$ cat src/rtl/ifetch_queue.sv
// ifetch_queue
//   Instruction prefetch stage between the shared RAM read port and decode.
//   It issues sequential word addresses to a RAM with a fixed 1-cycle read
//   latency and buffers each returned word with its address in a small FIFO.
//   The FIFO head is offered to decode over a valid/ready handshake. A flush
//   (redirect) drops all buffered and in-flight words and restarts fetching
//   at flush_pc.
//
// Ports
//   clk          single clock, all state on the rising edge
//   rst          asynchronous, active-low reset
//   mem_rd_en    RAM read request this cycle
//   mem_addr     RAM read address (the current fetch pc)
//   mem_rdata    RAM data, valid the cycle after mem_rd_en=1
//   instr        FIFO head instruction word
//   instr_pc     address of instr
//   instr_valid  head valid
//   instr_ready  decode accepts the head
//   flush        redirect request, single- or multi-cycle
//   flush_pc     new fetch address, sampled while flush=1
module ifetch_queue #(
  parameter int                    ADDR_WIDTH = 16,
  parameter int                    DATA_WIDTH = 16,
  parameter int                    DEPTH      = 4,
  parameter logic [ADDR_WIDTH-1:0] RESET_PC   = '0
) (
  input  logic                  clk,
  input  logic                  rst,
  output logic                  mem_rd_en,
  output logic [ADDR_WIDTH-1:0] mem_addr,
  input  logic [DATA_WIDTH-1:0] mem_rdata,
  output logic [DATA_WIDTH-1:0] instr,
  output logic [ADDR_WIDTH-1:0] instr_pc,
  output logic                  instr_valid,
  input  logic                  instr_ready,
  input  logic                  flush,
  input  logic [ADDR_WIDTH-1:0] flush_pc
);

  localparam int               PTR_W     = $clog2(DEPTH);
  localparam int               CNT_W     = PTR_W + 1;
  localparam logic [CNT_W-1:0] DEPTH_CNT = CNT_W'(DEPTH);

  logic [ADDR_WIDTH-1:0] pc;
  logic [DATA_WIDTH-1:0] word_mem [DEPTH];
  logic [ADDR_WIDTH-1:0] addr_mem [DEPTH];
  logic [PTR_W-1:0]      rd_ptr;
  logic [PTR_W-1:0]      wr_ptr;
  logic [CNT_W-1:0]      count;
  logic                  inflight;
  logic                  inflight_kill;
  logic [ADDR_WIDTH-1:0] inflight_addr;
  logic [DATA_WIDTH-1:0] hold_instr;
  logic [ADDR_WIDTH-1:0] hold_pc;

  logic [CNT_W-1:0]      occupancy;
  logic                  fifo_empty;
  logic                  push;
  logic                  pop;

  // Occupancy counts the word still in flight so a request is only issued
  // when there is guaranteed room for its response. The pre-pop count is
  // used on purpose, so a full FIFO being popped does not request that cycle.
  // mem_rd_en is gated by rst so it stays low while reset is held.
  always_comb begin
    occupancy   = count + CNT_W'(inflight);
    fifo_empty  = (count == '0);
    mem_rd_en   = rst && !flush && (occupancy < DEPTH_CNT);
    mem_addr    = pc;
    instr_valid = !fifo_empty && !flush;
    push        = inflight && !inflight_kill && !flush;
    pop         = instr_valid && instr_ready;
    // When the FIFO drains, the head outputs keep showing the last head.
    instr       = fifo_empty ? hold_instr : word_mem[rd_ptr];
    instr_pc    = fifo_empty ? hold_pc    : addr_mem[rd_ptr];
  end

  // Fetch pc, in-flight tracking and FIFO pointers/count.
  always_ff @(posedge clk or negedge rst) begin
    if (!rst) begin
      pc            <= RESET_PC;
      rd_ptr        <= '0;
      wr_ptr        <= '0;
      count         <= '0;
      inflight      <= 1'b0;
      inflight_kill <= 1'b0;
      inflight_addr <= '0;
    end else if (flush) begin
      pc            <= flush_pc;
      rd_ptr        <= '0;
      wr_ptr        <= '0;
      count         <= '0;
      inflight      <= 1'b0;
      inflight_kill <= inflight;
    end else begin
      inflight      <= mem_rd_en;
      inflight_kill <= 1'b0;
      if (mem_rd_en) begin
        pc            <= pc + ADDR_WIDTH'(1);
        inflight_addr <= pc;
      end
      if (push) begin
        wr_ptr <= wr_ptr + PTR_W'(1);
      end
      if (pop) begin
        rd_ptr <= rd_ptr + PTR_W'(1);
      end
      case ({push, pop})
        2'b10:   count <= count + CNT_W'(1);
        2'b01:   count <= count - CNT_W'(1);
        default: count <= count;
      endcase
    end
  end

  // FIFO storage; cleared by reset so the head outputs read zero.
  always_ff @(posedge clk or negedge rst) begin
    if (!rst) begin
      for (int i = 0; i < DEPTH; i++) begin
        word_mem[i] <= '0;
        addr_mem[i] <= '0;
      end
    end else if (push) begin
      word_mem[wr_ptr] <= mem_rdata;
      addr_mem[wr_ptr] <= inflight_addr;
    end
  end

  // Snapshot of the displayed head, used once the FIFO goes empty.
  always_ff @(posedge clk or negedge rst) begin
    if (!rst) begin
      hold_instr <= '0;
      hold_pc    <= '0;
    end else if (!fifo_empty) begin
      hold_instr <= word_mem[rd_ptr];
      hold_pc    <= addr_mem[rd_ptr];
    end
  end

endmodule
$ cat config.mk
export PLATFORM = sky130hd
export DESIGN_NAME = ifetch_queue
export DESIGN_NICKNAME = d
export VERILOG_FILES = /design/src/rtl/ifetch_queue.sv
export SDC_FILE = /design/constraint.sdc
export NUM_CORES = 1
export LEC_CHECK = 0
export CAP_MARGIN = 15
export CORE_ASPECT_RATIO = 0.8
export CORE_MARGIN = 2
export CORE_UTILIZATION = 28
export CTS_CLUSTER_SIZE = 40
export DETAILED_ROUTE_END_ITERATION = 12
export DONT_BUFFER_PORTS = 1
export GPL_ROUTABILITY_DRIVEN = 0
export PLACE_DENSITY = 0.4
export SKIP_LAST_GASP = 1
export SLEW_MARGIN = 20
export SYNTH_ARGS = -nofsm -noshare
export SYNTH_HDL_FRONTEND = slang
export SYNTH_SLANG_ARGS = --single-unit
export TNS_END_PERCENT = 100
$ cat constraint.sdc
create_clock -name clk -period 1.9 [get_ports clk]
set_input_delay 0.38 -clock clk [delete_from_list [all_inputs] [get_ports clk]]
set_output_delay 0.38 -clock clk [all_outputs]
set_load 0.01 [all_outputs]
## Word level (Yosys, flattened, before mapping)

Cells that the tools add are included.

- Register bits: 201
- Output and inout port bits: 50
- Word-level logic and storage cells: 70

- Add/subtract/negate cells: 6
- $lt $le $gt $ge: 4
- Equal/unequal tests: 2
- Muxes and demuxes: 22
- Bitwise operators: 3
- Reductions and logical operators: 16

Operators by type and width:

| cell | number |
|---|---|
| 16-bit 2-to-1 mux | 9 |
| 64-bit bitwise mux | 2 |
| 16-bit binary-select mux with 2-bit select | 2 |
| 16-bit demux with 2-bit select | 1 |
| 16-bit by 1-bit adder with 16-bit output, second input constant | 1 |
| 2-bit 2-to-1 mux | 4 |
| 1-bit logical AND | 7 |
| 3-bit >= comparator, second input constant | 2 |
| 2-bit NOT with 3-bit output | 2 |
| 3-bit case mux with 2 select lines | 1 |
| 2-bit nonzero test | 3 |
| 2-bit by 1-bit adder with 2-bit output, second input constant | 2 |
| 3-bit by 1-bit adder with 3-bit output | 1 |
| 3-bit by 1-bit adder with 3-bit output, second input constant | 1 |
| 1-bit zero test | 3 |
| 3-bit zero test | 1 |
| 3-bit by 1-bit less-than comparator with 1-bit output, second input constant | 1 |
| 3-bit less-than comparator, second input constant | 1 |
| 3-bit 2-to-1 mux | 1 |
| 3-bit nonzero test | 1 |
| 3-bit by 1-bit subtractor with 3-bit output, second input constant | 1 |
| 2-bit by 1-bit == test with 1-bit output, second input constant | 1 |
| 2-bit == test, second input constant | 1 |
| 1-bit 2-to-1 mux | 2 |
| 2 further kinds | 2 |

## Depth between registers and ports, before layout

Gate-level depths: netlist of the first run.

- Word-level depth: 7
- Gate-level depth with buffers: 7

## Least setup slack after synthesis of the first run

No wires, ideal clock.

- Path type: flip-flop to flip-flop
- Start: register count[0]
- End: register count[2]
- Data arrival time: 1,795 ps
- Slack: 11 ps
- Cell stages (with the launch flop): 7
- Path buffers: 0
- Path through: dfrtp_1 o31ai_1 nor3_1 fa_1 nor3_1 a211oi_1 a211oi_1

- Word-level cells in the longest chain between the ends: 7

RTL lines:

| what | RTL line | source |
|---|---|---|
| start: declaration | 49 | `logic [CNT_W-1:0] count;` |
| start signal: assignment | 109 | `2'b10: count <= count + CNT_W'(1);` |
| start signal: assignment | 110 | `2'b01: count <= count - CNT_W'(1);` |
| start signal: assignment | 111 | `default: count <= count;` |
| 3-bit zero test | 67 | `fifo_empty = (count == '0);` |
| 1-bit zero test | - |  |
| 1-bit logical AND | 70 | `instr_valid = !fifo_empty && !flush;` |
| 1-bit logical AND | 72 | `pop = instr_valid && instr_ready;` |
| 2-bit by 1-bit == test with 1-bit output / 2-bit == test (equally long branches) | 108 | `case ({push, pop})` |
| 3-bit case mux with 2 select lines | 108 |  |
| 3-bit 2-to-1 mux | 88 | `end else if (flush) begin` |

Several ways; a longest one is shown, not always the timed one.
A chain may end at the register's enable or synchronous reset.

## Worst setup path after layout of the first run

- Start: register rd_ptr[0]
- End: output instr_pc[0]

- Word-level cells in the longest chain between the ends: 5

RTL lines:

| what | RTL line | source |
|---|---|---|
| start: declaration | 47 | `logic [PTR_W-1:0] rd_ptr;` |
| start signal: assignment | 106 | `rd_ptr <= rd_ptr + PTR_W'(1);` |
| 2-bit NOT with 3-bit output (not written as such) | 75 | `instr_pc = fifo_empty ? hold_pc : addr_mem[rd_ptr];` |
| 16-bit binary-select mux with 2-bit select | 75 |  |
| 16-bit 2-to-1 mux (not written as such) (2 in series) | 75 |  |
| 16-bit 2-to-1 mux | - |  |
| end: declaration | 33 | `output logic [ADDR_WIDTH-1:0] instr_pc,` |

Every way passes these cells. The select of a mux whose other input is x is not followed.

==> results.ini, run 1 <==
[yosys]
synthAdderAreaFrac_pct=0.940
yosysSeqAreaShare_pct=57.2
synth_area_leaders=dfrtp_1 57%, mux2_2 17%, mux4_2 8.2%
ys.flop_type=dfrtp_1
synthesis.instances=653
postSynth.asyncResetShare_pct=100
yosysUniqueCellTypes=40
synth_nets=695
synthMuxAreaShare_pct=26.5
synth.largest_area_cell=dfrtp_1
synth_xor_area_share_pct=0.897
synthesis.area_um2=8790
yosysWarnings=0
synth_top_family_by_area=multiplexers
yosys.area.top_type_share_pct=57.2
synth_edf_count=0
synth-compound-area-share_pct=3.45
synth-simple-area-share_pct=8.17
postSynthAreaPerCell_um2=13.5
ys_ff_latch=201

[sta]
holdWs_ns=-0.452
setup_viol=42
finalCritPeriodShare_pct=122
finalCriticalPeriod_ns=2.31
max_slew.worst_pin.slew_ns=0.787
skew_ns=0.0106
hold_viol_final=201
rsz0062_at_grt=yes
worst_slack_ns=-0.415
slew_headroom_pct=47.4
fmax_mhz=432
maxSlewViolCount=0

[outcome]
violations=hold timing, setup timing
status=finished, violations left

[global_routing]
grt.total_usage_pct=14.6
grt_start_max_net_pins=207
antenna_found_initial=0
grt_pass1_vias=6259
grt-ovfl-total=0
grt_pass1_wl_mm=36.9

[die]
die_x_um=202
die_area_um2=32800
num_rows=57
coreArea_um2=30600
floorplan.initialDensity_pct=28.7
pin_count=86
die_h_um=162

[detailed_routing]
top_layer_used=met4
drc=0
drt_iter0_drc=279
postRouteAntennaNets=0
wl_met1_mm=11.0
met2_length_mm=11.5
vias=5586
drt_first_pass_iters=4
vias_per_cell=4.76
routedWlPerCell_um=20.4
drt-total-wl_mm=23.9
wl_met3_um=952

[power_and_ir_drop]
ir_drop_mv=0.650
p_leak_nw=5.06
powerDensity_nw_per_um2=1350
fin_total_pwr_mw=15.6

[min_path]
min_path_type=in -> async

[cts]
cts_tree=done
cts-root-buf=clkbuf_16
clockBufferDepth=3
cts_buffers=25
htreeDepth=1
postCtsHoldBufs=29
clock-sinks=201
clock_latency_ns=0.53
clkTransAtPathRegs_ns=0.06

[setup_path]
start_kind=flop
crit_end=instr_pc[0]
crit_start=rd_ptr[0]
endpoint_kind=output port
required_ns=1.52
cp_slowest_cell=mux4_2
crit_type=reg -> out
r2r_cells=8
crit_path_max_fanout=5
worstPathArrival_ns=1.93
crit_chain=buf_6 -> buf_12 -> buf_4 -> mux4_2 -> nand2_4 -> nand2_4
r2r_start=count[1]
timing.rr.end=count[1]
cp_common_cell=nand2_4
critPathMaxStageDelay_ns=0.46
ff2ff_setup_slack_ns=-0.12

[run]
cap_violations=0

[placed_design]
dp_cells=1067
post-place-ws_ns=-0.0382
placed_area_um2=9570
portBuffers=0
hpwl_mm=13.6

[final_layout]
layout-drive-gt1-share_pct=48.2
seqCellArea_um2=5040
multi_input_area_um2=3880
nNetsFinal=785
final_area_um2=11500
final_cells=1173
n_antenna_cell=0
area_growth_pct=30.7
n_fill_cell=2887

-- cell usage in the layout, fill, tap and decap left out, drive strengths merged, types with 3 or more instances in the layout --
cell / n
mux4: 32
nor3: 3
buf: 72
nor2b: 3
nor2: 14
a31oi: 10
o21ai: 14
inv: 10
and3: 7
nand2: 116
o211ai: 3
dfrtp: 201
xor2: 7
nand3: 5
or4: 8
mux2: 142
ha: 5
a21oi: 4
dlygate4sd3: 29
o31ai: 9
clkbuf: 42
-- area by class of cell --
type,count,share of cell area (%)
Inverter,9,0.294
Multi-Input combinational cell,403,33.8
Tap cell,413,4.50
Sequential cell,201,43.8
Clock inverter,3,0.163
Clock buffer,41,6.75
Timing Repair Buffer,103,10.6
-- flip-flops by register name, summed over array words and instances, names as in the netlist, 2 cells and up --
name           cells
count              3
inflight_addr     16
hold_instr        16
hold_pc           16
mem_addr          16
rd_ptr             2
wr_ptr             2
word_mem          64
addr_mem          64
-- report_power, final --
| group | leakage (nW) | switching, mW | total [mW] | internal, mW |
|---|---|---|---|---|
| Sequential | 2.57 | 0.640 | 6.10 | 5.46 |
| Combinational | 2.09 | 2.43 | 4.90 | 2.47 |
| Clock | 0.393 | 1.80 | 4.56 | 2.76 |
| Total | 5.06 | 4.87 | 15.6 | 10.7 |
-- cell families (layout without fill, tap and decap cells) --
kind of cell,after synthesis,in the layout
and+or+nand+nor,166,166
muxes,175,175
xor gates and xnor gates,9,9
buffers and inverters,50,156
AOI/OAI and AO/OA,46,47
adders and majority gates,6,6
DFF,201,201
-- layer usage --
layer	track usage, %	up-vias
met2	24.3	98
met4	3.68	0
met5	0	-
li1	-	2517
met1	19.4	2935
met3	3.28	36
-- critical path, delay by kind of cell (launching register included) --
kind	cells	cell delay (ns)
DFF	1	0.40
buffers and inverters	3	0.39
muxes	1	0.46
and+or+nand+nor	2	0.16
-- cell usage after synthesis, drive strengths merged, types with 4 or more instances --
master and number:
dfrtp 201, mux2 142, nand2 116, mux4 32, buf 23, clkbuf 18, nor2 14, o21ai 13
a31oi 10, inv 9, o31ai 9, or4 8, and3 7, xor2 7, ha 5, nand3 5
a21oi 4
-- stage by stage --
step	setup TNS, ns	util [%]
after floorplan	0	-
after global placement	0	31.3
after detailed placement	-0.0382	31.3
after CTS	-14.09	37.0
after global routing	-15.86	37.5
final	-13.16	37.5
-- how the worst min path moves through the flow --
stage / end / startpoint / cells after the start / slack (ns)
floorplan: addr_mem[0] / rst / 0 / 0.08
global placement: hold_pc[10] / rst / 0 / 0.09
detailed placement: hold_pc[10] / rst / 0 / 0.1
CTS: hold_pc[10] / rst / 0 / -0.48
global route: hold_pc[10] / rst / 0 / -0.49
finish: hold_pc[10] / rst / 0 / -0.45
-- timing repair --
action | 4_1_cts | 5_1_grt
pin swaps | 45 | 23
buffers inserted | 23 | 4
gates cloned | 6 | 2
endpoints found under the setup margin | 36 | 117
hold endpoints to repair | 285 | 201
gates resized for setup | 92 | 27
(Power assumes the default switching activity.)
==> run 2, diff against run 1 <==
--- a/config.mk
+++ b/config.mk
@@ -14,6 +14,7 @@
 export DONT_BUFFER_PORTS = 1
 export GPL_ROUTABILITY_DRIVEN = 0
 export PLACE_DENSITY = 0.4
+export SKIP_CTS_REPAIR_TIMING = 1
 export SKIP_LAST_GASP = 1
 export SLEW_MARGIN = 20
 export SYNTH_ARGS = -nofsm -noshare
==> results.ini, run 2 (synthesis results as in run 1) <==
[outcome]
status=finished, violations left
violations=hold timing, setup timing

[detailed_routing]
vias_per_cell=4.78
drt_iter0_drc=241
drt_first_pass_iters=4
routedWlPerCell_um=20.3
vias=5543
drc=0
postRouteAntennaNets=0
drt-total-wl_mm=23.5

[final_layout]
final_area_um2=11300
final_common_cell=dfrtp_1
final_util_pct=36.9
nNetsFinal=771
layout-drive-gt1-share_pct=48.1
final_cells=1159
mostFrequentLayoutCells=196 x dfrtp_1, 133 x mux2_2, 52 x nand2_1
area_growth_pct=28.5
n_antenna_cell=0
largestRegisters=addr_mem: 64 flops, word_mem: 64 flops

[sta]
slew_headroom_pct=51.2
finalCritPeriodShare_pct=121
rsz0062_at_grt=yes
finalCriticalPeriod_ns=2.29
maxSlewViolCount=0
hold_viol_final=203
worst_slack_ns=-0.395
skew_ns=0.00997
fmax_mhz=436
max_slew.worst_pin.slew_ns=0.729
setup_viol=34
holdWs_ns=-0.451
setup_tns_ns=-11.73

[cts]
cts-root-buf=clkbuf_16
cts_buffers=25
clockBufferDepth=3
htreeDepth=1
clock-sinks=201
clkTransAtPathRegs_ns=0.06
cts_tree=done
clock_latency_ns=0.53

[setup_path]
crit_start=rd_ptr[0]
r2r_start=count[2]
worstPathArrival_ns=1.91
crit_type=reg -> out
endpoint_kind=output port
ff2ff_setup_slack_ns=0.02
r2r_cells=7
required_ns=1.52
crit_end=instr_pc[8]
crit_path_max_fanout=5
start_kind=flop
timing.rr.end=count[1]

[die]
die_area_um2=32800
coreArea_um2=30600
pin_count=86
die_x_um=202
num_rows=57
die_h_um=162
floorplan.initialDensity_pct=28.7

[global_routing]
grt.total_usage_pct=13.2
grt_start_max_net_pins=207
grt-ovfl-total=0
grt_pass1_wl_mm=34.0
antenna_found_initial=0
grt_pass1_vias=5929

[placed_design]
placed_area_um2=9570
portBuffers=0
dp_cells=1067
hpwl_mm=13.6

[power_and_ir_drop]
powerDensity_nw_per_um2=1360
fin_total_pwr_mw=15.4
ir_drop_mv=0.648
p_leak_nw=4.96

[run]
cap_violations=0

[min_path]
min_path_type=in -> async

==> run 2: cell types whose count changed in the layout (fill, tap and decap cells not counted), moves of 2 or more <==
cell,previous run,this run
dlygate4sd3_1,29,22
nand2_4,16,23
buf_16,5,0
clkbuf_16,26,30
nand2_1,56,52
nand2_2,44,41
buf_6,9,7
==> run 2: worst min-delay path by stage <==
stage                        to  slack, ns  cells after the start
CTS                 hold_pc[10]      -0.48                      0
detailed placement  hold_pc[10]        0.1                      0
global route        hold_pc[10]      -0.49                      0
finish              hold_pc[10]      -0.45                      0
global placement    hold_pc[10]       0.09                      0
floorplan           addr_mem[0]       0.08                      0
==> run 2: routing by layer <==
metal	part of all wire [%]	wire [µm]	global-route usage, %
met5	0	0	0
met4	2.1	500	3.07
met3	4.4	1030	3.70
met2	48	11400	22.0
met1	45	10600	17.2
==> run 2: critical path, stage by stage, from the launching register on <==
cell,delay [ns]
dfrtp_2,0.41
buf_6,0.14
clkbuf_16,0.15
mux4_2,0.53
nand2_2,0.10
nand2_4,0.06
==> run 2: power by group <==
| group | switching (mW) | internal (mW) | leakage [nW] |
|---|---|---|---|
| Clock | 1.78 | 2.76 | 0.393 |
| Sequential | 0.661 | 5.46 | 2.57 |
| Combinational | 2.39 | 2.33 | 1.99 |
==> run 2: final cells by class <==
cell class | instances | area, µm²
Clock inverter | 3 | 18.8
Clock buffer | 41 | 776
Timing Repair Buffer | 90 | 1030
Fill cell | 2886 | 19300
Tap cell | 413 | 517
Inverter | 9 | 36.3
Multi-Input combinational cell | 402 | 3880
Sequential cell | 201 | 5040
==> run 2: through the flow <==
| step | worst slack, ns | hold slack, ns |
|---|---|---|
| final | -0.395 | -0.451 |
| after CTS | -0.502 | -0.478 |
| after floorplan | 0.0111 | 0.0844 |
| after global placement | 0.0676 | 0.0947 |
| after global routing | -0.455 | -0.488 |
| after detailed placement | -0.0382 | 0.0958 |
==> run 3, diff against run 2 <==
--- a/config.mk
+++ b/config.mk
@@ -5,6 +5,7 @@
 export SDC_FILE = /design/constraint.sdc
 export NUM_CORES = 1
 export LEC_CHECK = 0
+export ABC_CLOCK_PERIOD_IN_PS = 1900
 export CAP_MARGIN = 15
 export CORE_ASPECT_RATIO = 0.8
 export CORE_MARGIN = 2
==> results of run 3 <==
The final DEF is identical to that of run 2; final timing and power are the same.
